`src/rtl/ldm_stm_seq_pkg.sv`:
```
// Shared definitions for the LDM/STM multi-register transfer sequencer:
// state encoding, list/word geometry and addressing-mode encodings.
package ldm_stm_seq_pkg;

    localparam int unsigned LIST_W     = 16;
    localparam int unsigned IDX_W      = $clog2(LIST_W);
    localparam int unsigned CNT_W      = $clog2(LIST_W + 1);
    localparam int unsigned WORD_BYTES = 4;

    typedef enum logic [1:0] {
        ST_IDLE = 2'd0,
        ST_XFER = 2'd1,
        ST_DONE = 2'd2
    } state_e;

    // Encoded as {up, pre}.
    typedef enum logic [1:0] {
        MODE_DA = 2'b00,
        MODE_DB = 2'b01,
        MODE_IA = 2'b10,
        MODE_IB = 2'b11
    } mode_e;

endpackage

```
`src/rtl/ldm_stm_seq_if.sv`:
```
// Command and memory-side handshake bundle of the LDM/STM sequencer.
// The slave modport is the sequencer; master is decode plus load/store unit.
interface ldm_stm_seq_if
    import ldm_stm_seq_pkg::*;
#(
    parameter int ADDR_W = 32
);

    logic              start;
    logic [LIST_W-1:0] reg_list;
    logic [ADDR_W-1:0] base_addr;
    logic              up;
    logic              pre;
    logic              mem_ack;

    logic              mem_req;
    logic [IDX_W-1:0]  reg_idx;
    logic [ADDR_W-1:0] mem_addr;
    logic              last;
    logic              busy;
    logic              done;
    logic [ADDR_W-1:0] wb_addr;

    modport master (
        output start, reg_list, base_addr, up, pre, mem_ack,
        input  mem_req, reg_idx, mem_addr, last, busy, done, wb_addr
    );

    modport slave (
        input  start, reg_list, base_addr, up, pre, mem_ack,
        output mem_req, reg_idx, mem_addr, last, busy, done, wb_addr
    );

endinterface

```
`src/rtl/ldm_stm_seq_lsb_pri_enc.sv`:
```
// Lowest-set-bit encoder: index, any-valid flag and a one-hot mask of that bit,
// used by the dispatcher to pick and then retire the next register.
module lsb_pri_enc
    import ldm_stm_seq_pkg::*;
(
    input  logic [LIST_W-1:0] vec,
    output logic [IDX_W-1:0]  idx,
    output logic              valid,
    output logic [LIST_W-1:0] clr_mask
);

    // NOTE: idx gets a default before the loop so no path leaves it unassigned (no latch).
    always_comb begin
        idx = '0;
        for (int i = LIST_W - 1; i >= 0; i--) begin
            if (vec[i]) idx = IDX_W'(i);
        end
    end

    assign valid    = |vec;
    // Two's-complement trick isolates the lowest set bit.
    assign clr_mask = vec & (~vec + LIST_W'(1));

endmodule

```
`src/rtl/ldm_stm_seq.sv`:
```
// LDM/STM sequencer: latches a register list and base, then issues one
// req/ack-paced word transfer per set bit in ascending register order.
module ldm_stm_seq
    import ldm_stm_seq_pkg::*;
#(
    parameter int ADDR_W = 32
)
(
    input  logic          clk,
    input  logic          rst,
    ldm_stm_seq_if.slave  bus
);

    state_e            state_q, state_d;
    logic [LIST_W-1:0] list_q;
    logic [CNT_W-1:0]  cnt_q;
    logic [ADDR_W-1:0] addr_q;
    logic [ADDR_W-1:0] wb_q;

    logic [CNT_W-1:0]  n_start;
    logic [ADDR_W-1:0] span;
    logic [ADDR_W-1:0] first_addr;
    logic [ADDR_W-1:0] wb_next;
    logic [IDX_W-1:0]  cur_idx;
    logic              cur_valid;
    logic [LIST_W-1:0] cur_clr;
    logic              xfer_req;
    logic              fire;
    mode_e             mode;

    lsb_pri_enc u_enc (
        .vec      (list_q),
        .idx      (cur_idx),
        .valid    (cur_valid),
        .clr_mask (cur_clr)
    );

    always_comb begin
        n_start = '0;
        for (int i = 0; i < LIST_W; i++) begin
            n_start = n_start + CNT_W'(bus.reg_list[i]);
        end
    end

    assign span = ADDR_W'(n_start) * ADDR_W'(WORD_BYTES);
    assign mode = mode_e'({bus.up, bus.pre});

    // Lowest address of the block; transfers then always walk upward from it.
    always_comb begin
        case (mode)
            MODE_IA: first_addr = bus.base_addr;
            MODE_IB: first_addr = bus.base_addr + ADDR_W'(WORD_BYTES);
            MODE_DA: first_addr = bus.base_addr - span + ADDR_W'(WORD_BYTES);
            default: first_addr = bus.base_addr - span;
        endcase
    end

    assign wb_next  = bus.up ? (bus.base_addr + span) : (bus.base_addr - span);
    assign xfer_req = (state_q == ST_XFER) && cur_valid;
    assign fire     = xfer_req && bus.mem_ack;

    always_comb begin
        state_d = state_q;
        case (state_q)
            ST_IDLE: begin
                if (bus.start) state_d = (bus.reg_list != '0) ? ST_XFER : ST_DONE;
            end
            ST_XFER: begin
                if (fire && (cnt_q == CNT_W'(1))) state_d = ST_DONE;
            end
            ST_DONE: state_d = ST_IDLE;
            default: state_d = ST_IDLE;
        endcase
    end

    // NOTE: sequential state uses non-blocking assignments so every register samples pre-edge values.
    always_ff @(posedge clk or posedge rst) begin
        if (rst) state_q <= ST_IDLE;
        else     state_q <= state_d;
    end

    always_ff @(posedge clk or posedge rst) begin
        if (rst) begin
            list_q <= '0;
            cnt_q  <= '0;
            addr_q <= '0;
            wb_q   <= '0;
        end else if ((state_q == ST_IDLE) && bus.start) begin
            list_q <= bus.reg_list;
            cnt_q  <= n_start;
            addr_q <= first_addr;
            wb_q   <= wb_next;
        end else if (fire) begin
            list_q <= list_q & ~cur_clr;
            cnt_q  <= cnt_q - CNT_W'(1);
            addr_q <= addr_q + ADDR_W'(WORD_BYTES);
        end
    end

    assign bus.mem_req  = xfer_req;
    assign bus.reg_idx  = cur_idx;
    assign bus.mem_addr = addr_q;
    assign bus.last     = (state_q == ST_XFER) && (cnt_q == CNT_W'(1));
    assign bus.busy     = (state_q != ST_IDLE);
    assign bus.done     = (state_q == ST_DONE);
    assign bus.wb_addr  = wb_q;

endmodule

```
`src/flat_wrapper.sv`:
```
// flat-port wrapper written by rule: the top's interface ports become plain ports
module ldm_stm_seq_flat import ldm_stm_seq_pkg::*;
#(
    parameter int ADDR_W = 32
)
  (clk, rst, bus_start, bus_reg_list, bus_base_addr, bus_up, bus_pre, bus_mem_ack, bus_mem_req, bus_reg_idx, bus_mem_addr, bus_last, bus_busy, bus_done, bus_wb_addr);
  ldm_stm_seq_if #(.ADDR_W(ADDR_W)) bus_i ();
  input  logic clk;
  input  logic rst;
  input wire logic [$bits(bus_i.start)-1:0] bus_start;
  input wire logic [$bits(bus_i.reg_list)-1:0] bus_reg_list;
  input wire logic [$bits(bus_i.base_addr)-1:0] bus_base_addr;
  input wire logic [$bits(bus_i.up)-1:0] bus_up;
  input wire logic [$bits(bus_i.pre)-1:0] bus_pre;
  input wire logic [$bits(bus_i.mem_ack)-1:0] bus_mem_ack;
  output wire logic [$bits(bus_i.mem_req)-1:0] bus_mem_req;
  output wire logic [$bits(bus_i.reg_idx)-1:0] bus_reg_idx;
  output wire logic [$bits(bus_i.mem_addr)-1:0] bus_mem_addr;
  output wire logic [$bits(bus_i.last)-1:0] bus_last;
  output wire logic [$bits(bus_i.busy)-1:0] bus_busy;
  output wire logic [$bits(bus_i.done)-1:0] bus_done;
  output wire logic [$bits(bus_i.wb_addr)-1:0] bus_wb_addr;
  assign bus_i.start = bus_start;
  assign bus_i.reg_list = bus_reg_list;
  assign bus_i.base_addr = bus_base_addr;
  assign bus_i.up = bus_up;
  assign bus_i.pre = bus_pre;
  assign bus_i.mem_ack = bus_mem_ack;
  assign bus_mem_req = bus_i.mem_req;
  assign bus_reg_idx = bus_i.reg_idx;
  assign bus_mem_addr = bus_i.mem_addr;
  assign bus_last = bus_i.last;
  assign bus_busy = bus_i.busy;
  assign bus_done = bus_i.done;
  assign bus_wb_addr = bus_i.wb_addr;
  ldm_stm_seq #(.ADDR_W(ADDR_W)) u_core (.clk(clk), .rst(rst), .bus(bus_i));
endmodule
```
`config.mk`:
```
export PLATFORM = sky130hd
export DESIGN_NAME = ldm_stm_seq_flat
export DESIGN_NICKNAME = d
export VERILOG_FILES = /design/src/rtl/ldm_stm_seq_pkg.sv /design/src/rtl/ldm_stm_seq_if.sv /design/src/rtl/ldm_stm_seq_lsb_pri_enc.sv /design/src/rtl/ldm_stm_seq.sv /design/src/flat_wrapper.sv
export SDC_FILE = /design/constraint.sdc
export NUM_CORES = 1
export LEC_CHECK = 0
export BUFFER_PORTS_ARGS = -buffer_cell sky130_fd_sc_hd__clkbuf_2
export CAP_MARGIN = 20
export CORE_UTILIZATION = 27
export CTS_CLUSTER_SIZE = 24
export DETAILED_ROUTE_END_ITERATION = 10
export HOLD_SLACK_MARGIN = 0.06
export PLACE_DENSITY_LB_ADDON = 0.25
export SLEW_MARGIN = 25
export SYNTH_ARGS = -nofsm -noshare
export SYNTH_HDL_FRONTEND = slang
export SYNTH_SLANG_ARGS = --single-unit
export TNS_END_PERCENT = 100
```
`constraint.sdc`:
```
create_clock -name clk -period 2.7 [get_ports clk]
set_clock_uncertainty 0.2 [all_clocks]
set_input_delay 0 -clock clk [delete_from_list [all_inputs] [get_ports clk]]
set_output_delay 0 -clock clk [all_outputs]
set_load 0.01 [all_outputs]
```
# Word-level counts from Yosys, hierarchy flattened
# Cells that the tools add are included.
word_totals:
  ram_bits: 0
  rom_bits: 0
  register_bits: 87
  output_inout_bits: 72
  mem_count: 0
  wordCells: 78
  input_bits: 54
  latch_bits: 0
op_classes:
  n_reduce_logical: 12
  div: 0
  n_addsub: 22
  eq_ne: 7
  shift: 0
  n_lt_le_gt_ge: 0
  mul: 0
  n_mux: 28
  bitwise: 4
ops:
  columns: ["cell", "n"]
  rows:
  - ["$add 32x3->32 const B", 3]
  - ["$mux 32", 3]
  - ["$pmux 32 s3", 1]
  - ["$add 5x1->5", 14]
  - ["$mux 4", 16]
  - ["$add 32x7->32", 1]
  - ["$and 16x16->16", 2]
  - ["$mux 16", 2]
  - ["$not 16->16", 2]
  - ["$sub 32x7->32", 1]
  - ["$add 16x1->16 const B", 1]
  - ["$reduce_bool 16->1", 1]
  - ["$reduce_or 16->1", 1]
  - ["$mux 5", 2]
  - ["$eq 2x2->1 const B", 3]
  - ["$mux 2", 3]
  - ["$eq 5x1->1 const B", 1]
  - ["$logic_and 1x1->1", 5]
  - ["$sub 5x1->5 const B", 1]
  - ["$logic_not 2->1", 2]
  - ["$ne 2x2->1 const B", 2]
  - ["$pmux 2 s2", 1]
  - ["$reduce_bool 2->1", 2]
  - ["$add 1x1->2", 1]
  - ["other kinds (2)", 2]

# Logic depth before layout (Yosys ltp)
depth:
  word_depth: 19
  depth_mapped: 28
  ltp_nobuf: 25

# By module
# A second synthesis with hierarchy kept.
hier_totals:
  cells_unflattened: 1101
  hier_area_um2: 8514.4
by_module_without_submodules:
  columns: ["module", "cells_each", "area_each_um2", "n_inst", "seq_area_each_um2"]
  rows:
  - ["ldm_stm_seq", 1049, 8170.3, 1, 2177.1]
  - ["lsb_pri_enc", 52, 344.1, 1, 0.0]

# Least setup slack after synthesis
# OpenSTA, ideal clock, no wires.
synth_timing:
  path_kind: "in2reg"
  startpoint: "in bus_reg_list[0]"
  endpoint: "reg u_core.addr_q[15] (netlist: u_core.bus.mem_addr[15])"
  arrival_ns: 6.484
  setup_time_ns: 0.138
  stages: 24
  required_time_ns: 2.362
  path_slack_ns: -4.122
  path_cell_list: "inv_1 -> ha_1 -> inv_1 -> fa_1 -> fa_1 -> fa_1 -> fa_1 -> fa_1 -> fa_1 -> nor2b_1 -> o21ai_0 -> inv_1 -> ha_1 -> buf_4 -> or4_1 -> o211ai_4 -> o21ai_2 -> a222oi_1 -> nand3_1 -> or4b_4 -> buf_6 -> xor2_1 -> a2111oi_0 -> a21oi_1"
synth_via:
  elab_chain_cells: 19
synth_lines:
  columns: ["item", "line", "text"]
  rows:
  - ["from (decl)", "flat_wrapper.sv:11", "input wire logic [$bits(bus_i.reg_list)-1:0] bus_reg_list;"]
  - ["$add 1x1->2 (*)", "ldm_stm_seq.sv:41", "n_start = n_start + CNT_W'(bus.reg_list[i]);"]
  - ["$add 5x1->5 (*) (14 in a row)", "ldm_stm_seq.sv:41", null]
  - ["$sub 32x7->32 (*)", "ldm_stm_seq.sv:53, ldm_stm_seq.sv:54", null]
  - ["$add 32x3->32", "ldm_stm_seq.sv:53", "MODE_DA: first_addr = bus.base_addr - span + ADDR_W'(WORD_BYTES);"]
  - ["$pmux 32 s3 (*)", "ldm_stm_seq.sv:50", "case (mode)"]
  - ["$mux 32 (*)", "ldm_stm_seq.sv:88", "end else if ((state_q == ST_IDLE) && bus.start) begin"]
  - ["to (signal assigned)", "ldm_stm_seq.sv:91", "addr_q <= first_addr;"]
  - ["to (signal assigned)", "ldm_stm_seq.sv:96", "addr_q <= addr_q + ADDR_W'(WORD_BYTES);"]
  - ["to (decl)", "ldm_stm_seq.sv:17", "logic [ADDR_W-1:0] addr_q;"]
# Mark *: on every way between the ends. The rest lies on a longest branch, timed or not.
# A chain may end at the register's enable or synchronous reset.

# Worst setup path in the final report
layout_timing:
  startpoint: "in bus_reg_list[1]"
  endpoint: "reg u_core.addr_q[31] (netlist: u_core.bus.mem_addr[31])"
# Same word-level chain as after synthesis.

==> out/qor.json <==
{
  "die_w": {"value": 178, "unit": "um"},
  "yosys_warnings": {"value": 0},
  "max_clock_freq": {"value": 157, "unit": "MHz"},
  "p_leak": {"value": 0.00592, "unit": "uW"},
  "total_number_of_vias": {"value": 9855},
  "insertedDiodeCount": {"value": 0},
  "crit_required": {"value": 2760, "unit": "ps"},
  "cts_root_buffer": {"value": "sky130_fd_sc_hd__clkbuf_16"},
  "postRouteWirelength": {"value": 34700, "unit": "um"},
  "grt_util_met3": {"value": 3.22, "unit": "%"},
  "timing.hold.ws": {"value": -30.1, "unit": "ps"},
  "maxSlewViolCount": {"value": 0},
  "crit_arrival": {"value": 6410, "unit": "ps"},
  "timing_hold_violations_final": {"value": 1},
  "postLayoutCellArea": {"value": 0.0138, "unit": "mm2"},
  "synth.cell_area": {"value": 0.00837, "unit": "mm2"},
  "vias_per_cell": {"value": 5.12},
  "cts_buffer_count": {"value": 9},
  "setup_slack": {"value": -3650, "unit": "ps"},
  "h-tree-depth": {"value": 3},
  "clk_latency": {"value": 370, "unit": "ps"},
  "setup.worst_path.start_class": {"value": "primary input"},
  "drc_errors": {"value": 1},
  "synth-seq-area-share": {"value": 26.0, "unit": "%"},
  "worst_slew_margin_rel": {"value": 50.2, "unit": "%"},
  "synth_compound_area_share": {"value": 20.9, "unit": "%"},
  "areaGrowthSynthToFinish": {"value": 65.1, "unit": "%"},
  "combinationalPowerShare": {"value": 69.0, "unit": "%"},
  "power.density": {"value": 877, "unit": "mW/mm2"},
  "cts_tree": {"value": "yes"},
  "place_hpwl": {"value": 25800, "unit": "um"},
  "post_synthesis_instance_total": {"value": 1095},
  "fin_crit_sh": {"value": 235, "unit": "%"},
  "commonest_cells_in_the_netlist": {"value": "sky130_fd_sc_hd__nand2_1 (144), sky130_fd_sc_hd__nor2_1 (89), sky130_fd_sc_hd__dfrtp_1 (87), sky130_fd_sc_hd__o21ai_0 (78), sky130_fd_sc_hd__xnor2_1 (63)"},
  "clk_pin_slew": {"value": 70, "unit": "ps"},
  "global_route.usage.total": {"value": 22.0, "unit": "%"},
  "main_combinational_cell_family_by_area_after_synthesis": {"value": "simple AND/OR/NAND/NOR gates"},
  "finalNetCount": {"value": 1614},
  "placeable_core_area": {"value": 0.0305, "unit": "mm2"},
  "netlist-cell-type-count": {"value": 77},
  "synth-edff-count": {"value": 0},
  "synth_top_area_share": {"value": 26.0, "unit": "%"},
  "post_synth.cell_area_avg": {"value": 7.64, "unit": "um2"},
  "largest_net_degree_at_the_start_of_global_routing": {"value": 48},
  "final_antenna_net_count": {"value": 0},
  "global_route.usage.met2": {"value": 33.2, "unit": "%"},
  "drt_iter0_markers": {"value": 664},
  "synthXorXnorAreaFrac": {"value": 10.7, "unit": "%"},
  "cp-end-kind": {"value": "flop"},
  "grt_pass1_wl": {"value": 53700, "unit": "um"},
  "grt_setup_unrepaired": {"value": "true"},
  "p_int": {"value": 6630, "unit": "uW"},
  "pwr-share-seq": {"value": 19.8, "unit": "%"},
  "cap_viol_max_count": {"value": 0},
  "first_global_vias": {"value": 9593},
  "hold_class": {"value": "primary input to flop"},
  "switching_share": {"value": 45.2, "unit": "%"},
  "hold_bufs_inserted_after_cts": {"value": 49},
  "post_synth_fa_ha_maj_area_fraction": {"value": 6.46, "unit": "%"},
  "post_route_cells_drive_above_1_share": {"value": 42.2, "unit": "%"},
  "grt_remaining_overflow": {"value": 0},
  "timing.setup.tns": {"value": -185050, "unit": "ps"},
  "vdd_ir_drop_max": {"value": 479, "unit": "uV"},
  "ys_ff_latch": {"value": 87},
  "ys.flop_type": {"value": "sky130_fd_sc_hd__dfrtp_1"},
  "run_status": {"value": "finished, violations left"},
  "crit_path_kind": {"value": "primary input to flop"},
  "synth_simple_gate_area_share": {"value": 27.4, "unit": "%"},
  "syn_nets": {"value": 1185},
  "drt_pass1_iterations": {"value": 8},
  "antenna_found_initial": {"value": 0},
  "ys_async_sr_fraction": {"value": 100, "unit": "%"},
  "finalWorstPathRequiredPeriod": {"value": 6350, "unit": "ps"},
  "final-setup-viol-count": {"value": 65},
  "power.clock.fraction": {"value": 11.2, "unit": "%"},
  "post-synth-top-count-cell": {"value": "sky130_fd_sc_hd__nand2_1"},
  "design.portCount": {"value": 126},
  "num-fill-cells": {"value": 2926},
  "placement.io_buffers": {"value": 125},
  "wire_per_inst": {"value": 18.0, "unit": "um"},
  "start_util": {"value": 27.4, "unit": "%"},
  "clk_path_buf_depth": {"value": 2},
  "netlist_top_cells_area": {"value": "sky130_fd_sc_hd__dfrtp_1 (26%), sky130_fd_sc_hd__xnor2_1 (6.6%), sky130_fd_sc_hd__nand2_1 (6.5%), sky130_fd_sc_hd__o21ai_0 (4.7%), sky130_fd_sc_hd__nor2_1 (4.0%)"},
  "design.die.area": {"value": 0.0317, "unit": "mm2"},
  "synth_largest_area_cell": {"value": "sky130_fd_sc_hd__dfrtp_1"},
  "synth_mux_area_share": {"value": 2.09, "unit": "%"},
  "cts_num_sinks": {"value": 87},
  "tightest_slew": {"value": 747, "unit": "ps"},
  "grt.met1_usage": {"value": 31.8, "unit": "%"},
  "core.rowCount": {"value": 64},
  "global_routing_s_busiest_layer": {"value": "met2"},
  "worst-path-max-fanout": {"value": 6},
  "gp_congestion": {"value": 0.933},
  "die_span_y": {"value": 178, "unit": "um"},
  "total_switching_power": {"value": 5470, "unit": "uW"},
  "post_dp_area": {"value": 0.0117, "unit": "mm2"},
  "post-place-ws": {"value": -4370, "unit": "ps"},
  "violations": {"value": "design-rule violations, negative hold slack, negative setup slack"}
}
[cell type report]
class,instances,area [um2],share of cell area [%]
Tap cell,396,495,3.59
Clock buffer,9,225,1.63
Sequential cell,87,2180,15.8
Multi-Input combinational cell,876,6880,49.9
Timing Repair Buffer,492,3710,26.9
Clock inverter,7,73.8,0.535
Inverter,58,240,1.74
[metrics by stage]
step                      instances  power [uW]  utilization [%]
after floorplan                1095        6240                -
after global routing           1925       13000             45.3
after detailed placement       1823        9360             38.5
final                          1925       12100             45.3
after CTS                      1912       11400             43.8
after global placement         1823        9300             38.5
[state kept, by name, indices dropped and copies added (netlist names)]
name and flops:
u_core.bus.mem_addr 32, u_core.bus.wb_addr 32, u_core.cnt_q 5, u_core.list_q 16
u_core.state_q 2
[power groups by stage]
stage                     clock, uW  combinational (uW)  sequential, uW
after global placement            0                6900            2400
after CTS                      1390                7640            2390
after floorplan                   0                3660            2580
final                          1360                8350            2400
after global routing           1430                9100            2490
after detailed placement          0                6950            2420
[cells in the final DEF (no fill, tap or decap), drive strengths merged, types with 5 or more instances in the layout]
master,count
and2,7
and3,9
o211ai,13
a31oi,12
nand2b,9
o311ai,6
fa,12
or4b,5
o22ai,11
a211oi,8
dfrtp,87
or4,10
nand2,144
o21ai,81
o21bai,5
a2111oi,8
a21boi,6
dlygate4sd3,49
xor2,36
o31ai,11
ha,24
a21oi,60
inv,61
buf,318
clkbuf,134
nand3,49
mux2i,13
nor3,37
or3,18
nor4,33
nand4,21
nor2b,9
xnor2,64
nor2,89
a21o,9
[path summary, 6_finish.rpt]
| kind | from | end | slack (ps) | cells after the start |
|---|---|---|---|---|
| setup / recovery | bus_reg_list[1] | u_core.bus.mem_addr[31] | -3650 | 25 |
| setup reg to reg | u_core.bus.mem_addr[11] | u_core.bus.mem_addr[30] | 90 | 8 |
| hold / removal | bus_base_addr[2] | u_core.bus.wb_addr[2] | -30 | 5 |
| max in group asynchronous | rst | u_core.bus.wb_addr[5] | 1570 | 4 |
| min in group asynchronous | rst | u_core.bus.mem_addr[0] | 40 | 3 |
| hold reg to reg | u_core.bus.mem_addr[0] | u_core.bus.mem_addr[0] | 280 | 2 |
[timing repair]
action / 4_1_cts / 5_1_grt
cloned: 1 / 0
buffers inserted: 43 / 16
pin swaps: 90 / 70
resized for setup: 142 / 64
hold endpoints to repair: 145 / 1
setup endpoints to repair: 65 / 67
[worst max-delay path, cell delays in order]
cell and delay [ps]:
sky130_fd_sc_hd__clkbuf_16 120, sky130_fd_sc_hd__inv_12 30, sky130_fd_sc_hd__ha_4 250, sky130_fd_sc_hd__inv_2 40
sky130_fd_sc_hd__fa_2 560, sky130_fd_sc_hd__fa_1 440, sky130_fd_sc_hd__fa_2 550, sky130_fd_sc_hd__fa_1 430
sky130_fd_sc_hd__fa_2 400, sky130_fd_sc_hd__fa_2 360, sky130_fd_sc_hd__buf_4 160, sky130_fd_sc_hd__xnor2_4 210
sky130_fd_sc_hd__ha_4 240, sky130_fd_sc_hd__or4_4 560, sky130_fd_sc_hd__o211ai_4 130, sky130_fd_sc_hd__o21ai_2 100
sky130_fd_sc_hd__a222oi_1 340, sky130_fd_sc_hd__buf_4 190, sky130_fd_sc_hd__nand3_4 70, sky130_fd_sc_hd__or4b_4 600
sky130_fd_sc_hd__buf_6 160, sky130_fd_sc_hd__buf_4 130, sky130_fd_sc_hd__nor2_4 80, sky130_fd_sc_hd__a31oi_1 80
sky130_fd_sc_hd__o22a_1 160
[layer usage]
metal / routed length, um / vias up / share of wire [%]
met5: 0 / - / 0
met4: 908 / 0 / 2.6
met3: 1670 / 53 / 4.8
met2: 15000 / 290 / 43
met1: 17000 / 4727 / 49
li1: - / 4785 / -
[logic make-up after synthesis]
kind of cell    Yosys count
simple gates            453
flops                    87
mux                      17
buf+inv                 133
xor+xnor                100
fa+ha+maj                36
compound gates          269
No activity file was read; power rests on OpenSTA's default activity.
